## src/rtl/id_imm_sequencer_if.sv

```systemverilog
// id_imm_sequencer_if: upstream/downstream valid-ready bundle for the decode-stage immediate sequencer.
// W is the PC width and must equal 1<<(XLEN+4) of the attached sequencer.
interface id_imm_sequencer_if #(
  parameter int unsigned W = 64
);
  logic          i_flush;
  logic          i_if_valid;
  logic          o_if_ready;
  logic [31:0]   i_instr;
  logic [W-1:0]  i_pc;
  logic          o_id_valid;
  logic          i_id_ready;
  logic [2:0]    o_imm_ctl;
  logic          o_sign_ext;
  logic [24:0]   o_instr_bits;
  logic [W-1:0]  o_pc;
  logic          o_illegal;

  modport slave (
    input  i_flush, i_if_valid, i_instr, i_pc, i_id_ready,
    output o_if_ready, o_id_valid, o_imm_ctl, o_sign_ext, o_instr_bits, o_pc, o_illegal
  );

  modport master (
    output i_flush, i_if_valid, i_instr, i_pc, i_id_ready,
    input  o_if_ready, o_id_valid, o_imm_ctl, o_sign_ext, o_instr_bits, o_pc, o_illegal
  );
endinterface

```

## src/rtl/id_imm_sequencer.sv

```systemverilog
// id_imm_sequencer: classifies fetched instructions into Imm_32 generator controls behind a 2-entry skid buffer.
// Optional feature: define ID_ILLEGAL_DETECT_EN to store and report a per-entry unrecognised-opcode flag.
`ifndef XLEN_32b
`define XLEN_32b 1
`endif
`ifndef XLEN_64b
`define XLEN_64b 2
`endif

module id_imm_sequencer #(
  parameter int unsigned XLEN = `XLEN_64b
) (
  input logic               i_clk,
  input logic               i_rst,
  id_imm_sequencer_if.slave bus
);
  localparam int unsigned W = 1 << (XLEN + 4);

  localparam logic [2:0] IMM_I_TYPE = 3'd0;
  localparam logic [2:0] IMM_S_TYPE = 3'd1;
  localparam logic [2:0] IMM_B_TYPE = 3'd2;
  localparam logic [2:0] IMM_J_TYPE = 3'd3;
  localparam logic [2:0] IMM_U_TYPE = 3'd4;
  localparam logic [2:0] IMM_NONE   = 3'b111;

  localparam logic [6:0] OP_OP   = 7'b0110011;
  localparam logic [6:0] OP_OP32 = 7'b0111011;

  typedef enum logic [1:0] {S_EMPTY, S_ONE, S_TWO} state_t;

  typedef struct packed {
    logic [2:0]   ctl;
    logic         sext;
    logic [24:0]  bits;
    logic [W-1:0] pc;
  } entry_t;

  localparam entry_t ENTRY_RST = '{ctl: IMM_NONE, sext: 1'b1, bits: '0, pc: '0};

  state_t     r_state, w_state_n;
  logic       r_if_ready;
  entry_t     r_main, r_skid, w_dec;
  logic [6:0] w_op;
  logic       w_push, w_pop;
  logic       w_main_ld_in, w_main_ld_skid, w_main_clr, w_skid_ld;

  assign w_op = bus.i_instr[6:0];

  always_comb begin
    w_dec.ctl  = IMM_NONE;
    w_dec.sext = 1'b1;
    w_dec.bits = bus.i_instr[31:7];
    w_dec.pc   = bus.i_pc;
    case (w_op)
      7'b0000011, 7'b0010011, 7'b1100111, 7'b0001111: w_dec.ctl = IMM_I_TYPE;
      7'b1110011: begin
        w_dec.ctl  = IMM_I_TYPE;
        w_dec.sext = ~bus.i_instr[14]; // CSR*I forms carry an unsigned zimm
      end
      7'b0011011: if (XLEN == `XLEN_64b) w_dec.ctl = IMM_I_TYPE;
      7'b0100011: w_dec.ctl = IMM_S_TYPE;
      7'b1100011: w_dec.ctl = IMM_B_TYPE;
      7'b1101111: w_dec.ctl = IMM_J_TYPE;
      7'b0110111, 7'b0010111: w_dec.ctl = IMM_U_TYPE;
      default: ;
    endcase
  end

  assign w_push = bus.i_if_valid & r_if_ready;
  assign w_pop  = bus.o_id_valid & bus.i_id_ready;

  always_comb begin
    w_state_n      = r_state;
    w_main_ld_in   = 1'b0;
    w_main_ld_skid = 1'b0;
    w_main_clr     = 1'b0;
    w_skid_ld      = 1'b0;
    if (bus.i_flush) begin
      w_state_n  = S_EMPTY;
      w_main_clr = 1'b1;
    end else begin
      case (r_state)
        S_EMPTY: if (w_push) begin
          w_state_n    = S_ONE;
          w_main_ld_in = 1'b1;
        end
        S_ONE: begin
          if (w_push && w_pop) begin
            w_main_ld_in = 1'b1;
          end else if (w_push) begin
            w_state_n = S_TWO;
            w_skid_ld = 1'b1;
          end else if (w_pop) begin
            w_state_n  = S_EMPTY;
            w_main_clr = 1'b1;
          end
        end
        S_TWO: if (w_pop) begin
          w_state_n      = S_ONE;
          w_main_ld_skid = 1'b1;
        end
        default: begin
          w_state_n  = S_EMPTY;
          w_main_clr = 1'b1;
        end
      endcase
    end
  end

  // Main is cleared on every transition to EMPTY so idle outputs show reset values.
  always_ff @(posedge i_clk) begin
    if (i_rst) begin
      r_state    <= S_EMPTY;
      r_if_ready <= 1'b1;
      r_main     <= ENTRY_RST;
      r_skid     <= ENTRY_RST;
    end else begin
      r_state    <= w_state_n;
      r_if_ready <= (w_state_n != S_TWO);
      if (w_main_ld_in)        r_main <= w_dec;
      else if (w_main_ld_skid) r_main <= r_skid;
      else if (w_main_clr)     r_main <= ENTRY_RST;
      if (w_skid_ld)           r_skid <= w_dec;
    end
  end

  assign bus.o_if_ready   = r_if_ready;
  assign bus.o_id_valid   = (r_state != S_EMPTY);
  assign bus.o_imm_ctl    = r_main.ctl;
  assign bus.o_sign_ext   = r_main.sext;
  assign bus.o_instr_bits = r_main.bits;
  assign bus.o_pc         = r_main.pc;

`ifdef ID_ILLEGAL_DETECT_EN
  logic w_dec_ill, r_main_ill, r_skid_ill;

  // No immediate is legitimate only for OP, and OP-32 on 64-bit builds.
  assign w_dec_ill = (w_dec.ctl == IMM_NONE) && (w_op != OP_OP) &&
                     !((w_op == OP_OP32) && (XLEN == `XLEN_64b));

  always_ff @(posedge i_clk) begin
    if (i_rst) begin
      r_main_ill <= 1'b0;
      r_skid_ill <= 1'b0;
    end else begin
      if (w_main_ld_in)        r_main_ill <= w_dec_ill;
      else if (w_main_ld_skid) r_main_ill <= r_skid_ill;
      else if (w_main_clr)     r_main_ill <= 1'b0;
      if (w_skid_ld)           r_skid_ill <= w_dec_ill;
    end
  end

  assign bus.o_illegal = r_main_ill & bus.o_id_valid;
`else
  assign bus.o_illegal = 1'b0;
`endif
endmodule

```

## src/flat_wrapper.sv

```systemverilog
// flat-port wrapper written by rule: the top's interface ports become plain ports
module id_imm_sequencer_flat 
#(
  parameter int unsigned XLEN = `XLEN_64b
)
  (i_clk, i_rst, bus_i_flush, bus_i_if_valid, bus_i_instr, bus_i_pc, bus_i_id_ready, bus_o_if_ready, bus_o_id_valid, bus_o_imm_ctl, bus_o_sign_ext, bus_o_instr_bits, bus_o_pc, bus_o_illegal);
  id_imm_sequencer_if #(.W(64)) bus_i ();
  input logic i_clk;
  input logic i_rst;
  input wire logic [$bits(bus_i.i_flush)-1:0] bus_i_flush;
  input wire logic [$bits(bus_i.i_if_valid)-1:0] bus_i_if_valid;
  input wire logic [$bits(bus_i.i_instr)-1:0] bus_i_instr;
  input wire logic [$bits(bus_i.i_pc)-1:0] bus_i_pc;
  input wire logic [$bits(bus_i.i_id_ready)-1:0] bus_i_id_ready;
  output wire logic [$bits(bus_i.o_if_ready)-1:0] bus_o_if_ready;
  output wire logic [$bits(bus_i.o_id_valid)-1:0] bus_o_id_valid;
  output wire logic [$bits(bus_i.o_imm_ctl)-1:0] bus_o_imm_ctl;
  output wire logic [$bits(bus_i.o_sign_ext)-1:0] bus_o_sign_ext;
  output wire logic [$bits(bus_i.o_instr_bits)-1:0] bus_o_instr_bits;
  output wire logic [$bits(bus_i.o_pc)-1:0] bus_o_pc;
  output wire logic [$bits(bus_i.o_illegal)-1:0] bus_o_illegal;
  assign bus_i.i_flush = bus_i_flush;
  assign bus_i.i_if_valid = bus_i_if_valid;
  assign bus_i.i_instr = bus_i_instr;
  assign bus_i.i_pc = bus_i_pc;
  assign bus_i.i_id_ready = bus_i_id_ready;
  assign bus_o_if_ready = bus_i.o_if_ready;
  assign bus_o_id_valid = bus_i.o_id_valid;
  assign bus_o_imm_ctl = bus_i.o_imm_ctl;
  assign bus_o_sign_ext = bus_i.o_sign_ext;
  assign bus_o_instr_bits = bus_i.o_instr_bits;
  assign bus_o_pc = bus_i.o_pc;
  assign bus_o_illegal = bus_i.o_illegal;
  id_imm_sequencer #(.XLEN(XLEN)) u_core (.i_clk(i_clk), .i_rst(i_rst), .bus(bus_i));
endmodule
```

## config.mk

```make
export PLATFORM = sky130hd
export DESIGN_NAME = id_imm_sequencer_flat
export DESIGN_NICKNAME = d
export VERILOG_FILES = /design/src/rtl/id_imm_sequencer_if.sv /design/src/rtl/id_imm_sequencer.sv /design/src/flat_wrapper.sv
export SDC_FILE = /design/constraint.sdc
export NUM_CORES = 1
export LEC_CHECK = 0
export CAP_MARGIN = 10
export CORE_ASPECT_RATIO = 0.8
export CORE_MARGIN = 2
export CORE_UTILIZATION = 45
export CTS_CLUSTER_SIZE = 28
export DETAILED_ROUTE_END_ITERATION = 6
export GPL_TIMING_DRIVEN = 0
export PLACE_DENSITY = 0.75
export SLEW_MARGIN = 5
export SYNTH_ARGS = -nofsm -noshare
export SYNTH_HDL_FRONTEND = slang
export SYNTH_SLANG_ARGS = --single-unit
```

## constraint.sdc

```tcl
create_clock -name i_clk -period 2.21 [get_ports i_clk]
set_input_delay 0.442 -clock i_clk [delete_from_list [all_inputs] [get_ports i_clk]]
set_output_delay 0.442 -clock i_clk [all_outputs]
set_load 0.02 [all_outputs]
```

# [Word-level counts from Yosys, hierarchy flattened]
# Index checks and enable logic that the tools add are counted.
[totals] word_cells=60 ff_bits=189 input_bits=101
[op_classes] bitwise=3 n_mux=26 n_eq_ne=14 n_reduce_logical=7
[ops] operator="$mux W93" count=3
[ops] operator="$eq A7 B7 Y1 const B" count=4
[ops] operator="$eq A7 B5 Y1 const B" count=3
[ops] operator="$pmux W3 S5" count=1
[ops] operator="$eq A7 B6 Y1 const B" count=2
[ops] operator="$mux W1" count=13
[ops] operator="$mux W2" count=6
[ops] operator="$eq A7 B2 Y1 const B" count=1
[ops] operator="$eq A7 B4 Y1 const B" count=1
[ops] operator="$pmux W2 S3" count=1
[ops] operator="$reduce_or A6 Y1" count=1
[ops] operator="$pmux W1 S2" count=2
[ops] operator="$reduce_or A2 Y1" count=2
[ops] operator="$reduce_bool A3 Y1" count=1
[ops] operator="$and A1 B1 Y1" count=2
[ops] operator="$eq A2 B1 Y1 const B" count=1
[ops] operator="$eq A2 B2 Y1 const B" count=1
[ops] operator="$logic_not A2 Y1" count=1
[ops] operator="$ne A2 B2 Y1 const B" count=1
[ops] operator="$reduce_bool A2 Y1" count=1
[ops] operator="$logic_and A1 B1 Y1" count=1
[ops] operator="$not A1 Y1" count=1

# [Logic depth before layout (Yosys ltp)]
[depth] ltp_word=10 depth_mapped=7

# [Worst setup path after synthesis]
# No wires, ideal clock.
[synth_path] path_type="reg-to-reg" startpoint="register u_core.r_if_ready (netlist: u_core.bus.o_if_ready)" endpoint="register u_core.r_skid[90] (netlist name)" arrival_time_ns=1.687 setup_slack_ns=0.401 setup_time_ns=0.122 stages_incl_launch_ff=6 n_path_buf=1 cell_sequence="dfxtp_1 > nand2_1 > or4_1 > clkbuf_1 > or3_1 > o32a_1"
[synth_via] elab_chain_cells=5 word_cells_on_any_way=6
[synth_lines] element="start, declared" line="id_imm_sequencer.sv:41" source="logic r_if_ready;"
[synth_lines] element="start signal, assigned" line="id_imm_sequencer.sv:119" source="r_if_ready <= (w_state_n != S_TWO);"
[synth_lines] element="$and A1 B1 Y1 *" line="id_imm_sequencer.sv:69" source="assign w_push = bus.i_if_valid & r_if_ready;"
[synth_lines] element="$mux W1 / $logic_and A1 B1 Y1 (equally long branches)" line="id_imm_sequencer.sv:90, id_imm_sequencer.sv:88"
[synth_lines] element="$mux W1 *" line="id_imm_sequencer.sv:88" source="if (w_push && w_pop) begin"
[synth_lines] element="$mux W1 *" line="id_imm_sequencer.sv:82" source="case (r_state)"
[synth_lines] element="$mux W1 *" line="id_imm_sequencer.sv:78" source="if (bus.i_flush) begin"
[synth_lines] element="end signal, assigned" line="id_imm_sequencer.sv:123" source="if (w_skid_ld) r_skid <= w_dec;"
[synth_lines] element="end, declared" line="id_imm_sequencer.sv:42" source="entry_t r_main, r_skid, w_dec;"
# Every way passes the cells marked *; elsewhere a longest branch is shown, timed or not.
# A chain may end at the register's enable or synchronous reset.

# [Worst setup path after layout]
[layout_path] startpoint="register u_core.r_state[1]" endpoint="output bus_o_id_valid"
[layout_via] elab_chain_cells=1
[layout_lines] element="start, declared" line="id_imm_sequencer.sv:40" source="state_t r_state, w_state_n;"
[layout_lines] element="start signal, assigned" line="id_imm_sequencer.sv:118" source="r_state <= w_state_n;"
[layout_lines] element="$reduce_bool A2 Y1" line="id_imm_sequencer.sv:128" source="assign bus.o_id_valid = (r_state != S_EMPTY);"
[layout_lines] element="end, declared" line="flat_wrapper.sv:16" source="output wire logic [$bits(bus_i.o_id_valid)-1:0] bus_o_id_valid;"
# No other way between the ends.

==> results.rst <==
.. list-table::
   :header-rows: 1

   * - Metric
     - Value
   * - Outcome
     - completed
   * - Number of nets in the synthesized netlist
     - between 900 and 1000
   * - Vias in the first global route
     - approximately 6700
   * - Number of buffers inserted during clock tree synthesis
     - 17
   * - Drc violations
     - 0
   * - Max capacitance violation total
     - 0
   * - Maximum fanout count along the critical path
     - 9
   * - Worst slack at placement
     - -0.590 ns
   * - Synthesized area per cell
     - between 8 and 9 um^2
   * - Final hold slack
     - approximately 0.45 ns
   * - Clk slew on worst S/H paths
     - ~0.07 ns
   * - Total track usage
     - 0.249
   * - Number of nets with antenna violations after routing
     - 0
   * - Number of flops mapped to enable cells by yosys
     - 0
   * - Maximum clock skew at final layout
     - approximately 0.0076 ns
   * - CP Data Arrival Time
     - around 1.7 ns
   * - Power density over the cells
     - about 730 nW/um^2
   * - Data required time at the worst endpoint
     - 1.77 ns
   * - Max-slew violations
     - 0
   * - Area of the multi-input gates
     - about 3100 um^2
   * - Maximum VDD drop
     - around 0.5 mV
   * - Area of the die
     - 17300 um^2
   * - Drt total wl
     - between 20 and 25 mm
   * - Die Span X
     - ~150 um
   * - Placed wire-length estimate after detailed placement
     - between 10 and 15 mm
   * - Met2 GRT Util
     - 0.377
   * - Maximum number of pins on one net before global-route repair
     - 17
   * - Critical Path Source Type
     - flip-flop
   * - Most used standard cell by instance count after synthesis
     - dfxtp_1
   * - Most area-hungry cell type in the Yosys netlist
     - dfxtp_1
   * - Post-route non-filler standard cell count
     - between 1000 and 1500
   * - Initial antenna violation count
     - 0
   * - Vias per cell
     - 5.47
   * - Static leakage
     - about 3.3 nW
   * - Global placement routability congestion
     - 0.840
   * - Critical register-to-register path startpoint
     - u_core.bus.o_if_ready$_SDFF_PP1_
   * - Final critical-path setup slack
     - between 0.1 and 0.15 ns
   * - Starting density of the core
     - 0.461
   * - CP endpoint kind
     - output port
   * - Clk buf depth
     - 2
   * - Hold Crit Start
     - u_core.r_skid[24]$_SDFFE_PP0P_
   * - RSZ-0062 raised after global routing
     - no
   * - Post-layout net count
     - approximately 1200
   * - Final total power
     - between 7 and 8 mW
   * - Y dimension of the die
     - around 120 um
   * - Main synth FF type
     - dfxtp_1
   * - Root buf cell
     - clkbuf_16
   * - Hold-fix buffer count after cts
     - 0
   * - Count of buffers inserted at the top-level ports
     - between 150 and 200
   * - Largest cells by area after synthesis
     - dfxtp_1 52%, a21oi_1 13%, nand2_1 9.3%
   * - Relative slew margins
     - 0.602
   * - Filler instances
     - around 1400
   * - Peak-usage layer in the global routing report
     - met2
   * - 1st-iter DRT viols
     - about 500
   * - Number of storage elements in the synthesis netlist
     - roughly 190
   * - Instance count of the mapped netlist
     - about 900
   * - Ratio of cells with drive above 1 in the final layout
     - 0.0752
   * - CP Class
     - reg -> out
   * - Wire length of the first global-routing pass
     - 34.7 mm
   * - Slew of the pin with the lowest slew margin
     - 0.597 ns
   * - Met3 global-route usage
     - 0.0554
   * - Area delta synth->final
     - 38.0%
   * - Diode count
     - 0
   * - Number of optimization iterations in the first detailed-route pass
     - 5
   * - Std-Cell Core Area
     - 15900 um^2
   * - Most common library cells after synthesis
     - 189 x dfxtp_1, 183 x a21oi_1, 182 x nand2_1
   * - Worst hold path class
     - reg -> reg
   * - Total number of clock tree sinks
     - 189
   * - Synthesized area
     - approximately 7300 um^2
   * - Total number of vias
     - 7212
   * - Maximum clock rate
     - ~470 MHz
   * - I/O pins
     - about 200
   * - Met1 track demand over resource
     - 0.359
   * - Sequential cell area in the final layout
     - ~3800 um^2
   * - Wire length per cell
     - 16.4 um
   * - Cell variety after synth
     - 37
   * - CTS tree
     - yes
   * - Async S/R FF share, synth
     - 0
   * - Final worst-path cycle share
     - 0.953
   * - Util after Layout
     - 0.636
   * - Sequential area share after synthesis
     - 0.517
   * - Overflow after GRT
     - 0
   * - Synthesis Warnings
     - 0
   * - Beginning of the critical path
     - u_core.r_state[1]$_SDFF_PP0_
   * - Num rows
     - between 40 and 50
   * - Number of endpoints with negative hold slack in the final report
     - 0
   * - Post-layout min period
     - approximately 2.1 ns
   * - Placed instance count
     - approximately 1300
   * - CTS HTree Levels
     - 4
   * - Later-pin clock latency in the skew report
     - approximately 0.43 ns
   * - Area fraction of the dominant cell type after synthesis
     - 0.517
   * - # setup viols final
     - 0
==> stage by stage <==
stage	cell area, um^2	setup TNS [ns]
after detailed placement	9500	-80.15
final	10100	0
after global placement	9500	-72.72
after CTS	10100	0
after floorplan	7310	0
after global routing	10100	0
==> power by group <==
| group | switching (mW) | internal [mW] | leakage [nW] |
|---|---|---|---|
| Combinational | 0.436 | 0.384 | 1.53 |
| Clock | 1.32 | 1.69 | 0.273 |
| Sequential | 0.0449 | 3.48 | 1.53 |
==> cell usage in the layout, fill, tap and decap left out, drive strengths merged, types with 2 or more instances in the layout <==
| cell | n |
|---|---|
| and2 | 2 |
| a211oi | 3 |
| nand2 | 182 |
| bufinv | 2 |
| nor4 | 3 |
| dfxtp | 189 |
| o21bai | 5 |
| nor2 | 8 |
| a22oi | 90 |
| or2 | 2 |
| clkdlybuf4s50 | 192 |
| nor3b | 2 |
| a211o | 2 |
| nand3b | 2 |
| nand2b | 3 |
| a21oi | 183 |
| o31a | 2 |
| o21ai | 3 |
| clkinv | 4 |
| buf | 37 |
| inv | 4 |
| nor2b | 4 |
| or4 | 2 |
| nand3 | 89 |
| a221o | 4 |
| clkbuf | 69 |
| or3 | 3 |
| clkinvlp | 2 |
==> critical path: stages, from the launching register on <==
cell and delay, ns:
dfxtp_1 0.46, or2_2 0.15, clkdlybuf4s50_1 0.62
==> what timing repair did <==
action	CTS	global route
gates resized for setup	4	20
endpoints found under the hold margin	0	0
buffers inserted	0	0
setup endpoints to repair	83	100
gates cloned	0	0
==> cell families after synthesis <==
group / synth area share
and+or+nand+nor: 0.183
AOI/OAI and AO/OA: 0.244
DFF: 0.517
buffers and inverters: 0.0518
xor gates and xnor gates: 0.00120
muxes: 0.00137
other: 0.000513
==> layout make-up <==
| class | count | share of cell area |
|---|---|---|
| Tap cell | 215 | 0.0267 |
| Multi-Input combinational cell | 605 | 0.312 |
| Clock buffer | 20 | 0.0443 |
| Inverter | 2 | 0.000744 |
| Clock inverter | 10 | 0.0115 |
| Timing Repair Buffer | 192 | 0.190 |
| Sequential cell | 189 | 0.375 |
| Buffer | 86 | 0.0389 |
==> metal layers <==
| metal | wire (um) | part of all wire | up-vias |
|---|---|---|---|
| met5 | 0 | 0 | - |
| met4 | 268 | 0.012 | 0 |
| met3 | 1500 | 0.069 | 20 |
| met2 | 9540 | 0.44 | 257 |
| met1 | 10400 | 0.48 | 3392 |
| li1 | - | - | 3543 |
==> final timing paths <==
kind	slack, ns	to	cells after the start
setup / recovery	0.10	bus_o_id_valid	2
hold / removal	0.45	u_core.r_skid[24]$_SDFFE_PP0P_	2
setup reg to reg	0.31	u_core.r_skid[10]$_SDFFE_PP0P_	7
hold reg to reg	0.45	u_core.r_skid[24]$_SDFFE_PP0P_	2
==> sequential cells by signal, indices dropped and copies added (netlist names) <==
register	flops
u_core.bus.o_if_ready	1
u_core.bus.o_imm_ctl	3
u_core.bus.o_instr_bits	25
u_core.bus.o_pc	64
u_core.bus.o_sign_ext	1
u_core.r_skid	93
u_core.r_state	2
No activity file was read; power rests on OpenSTA's default activity.
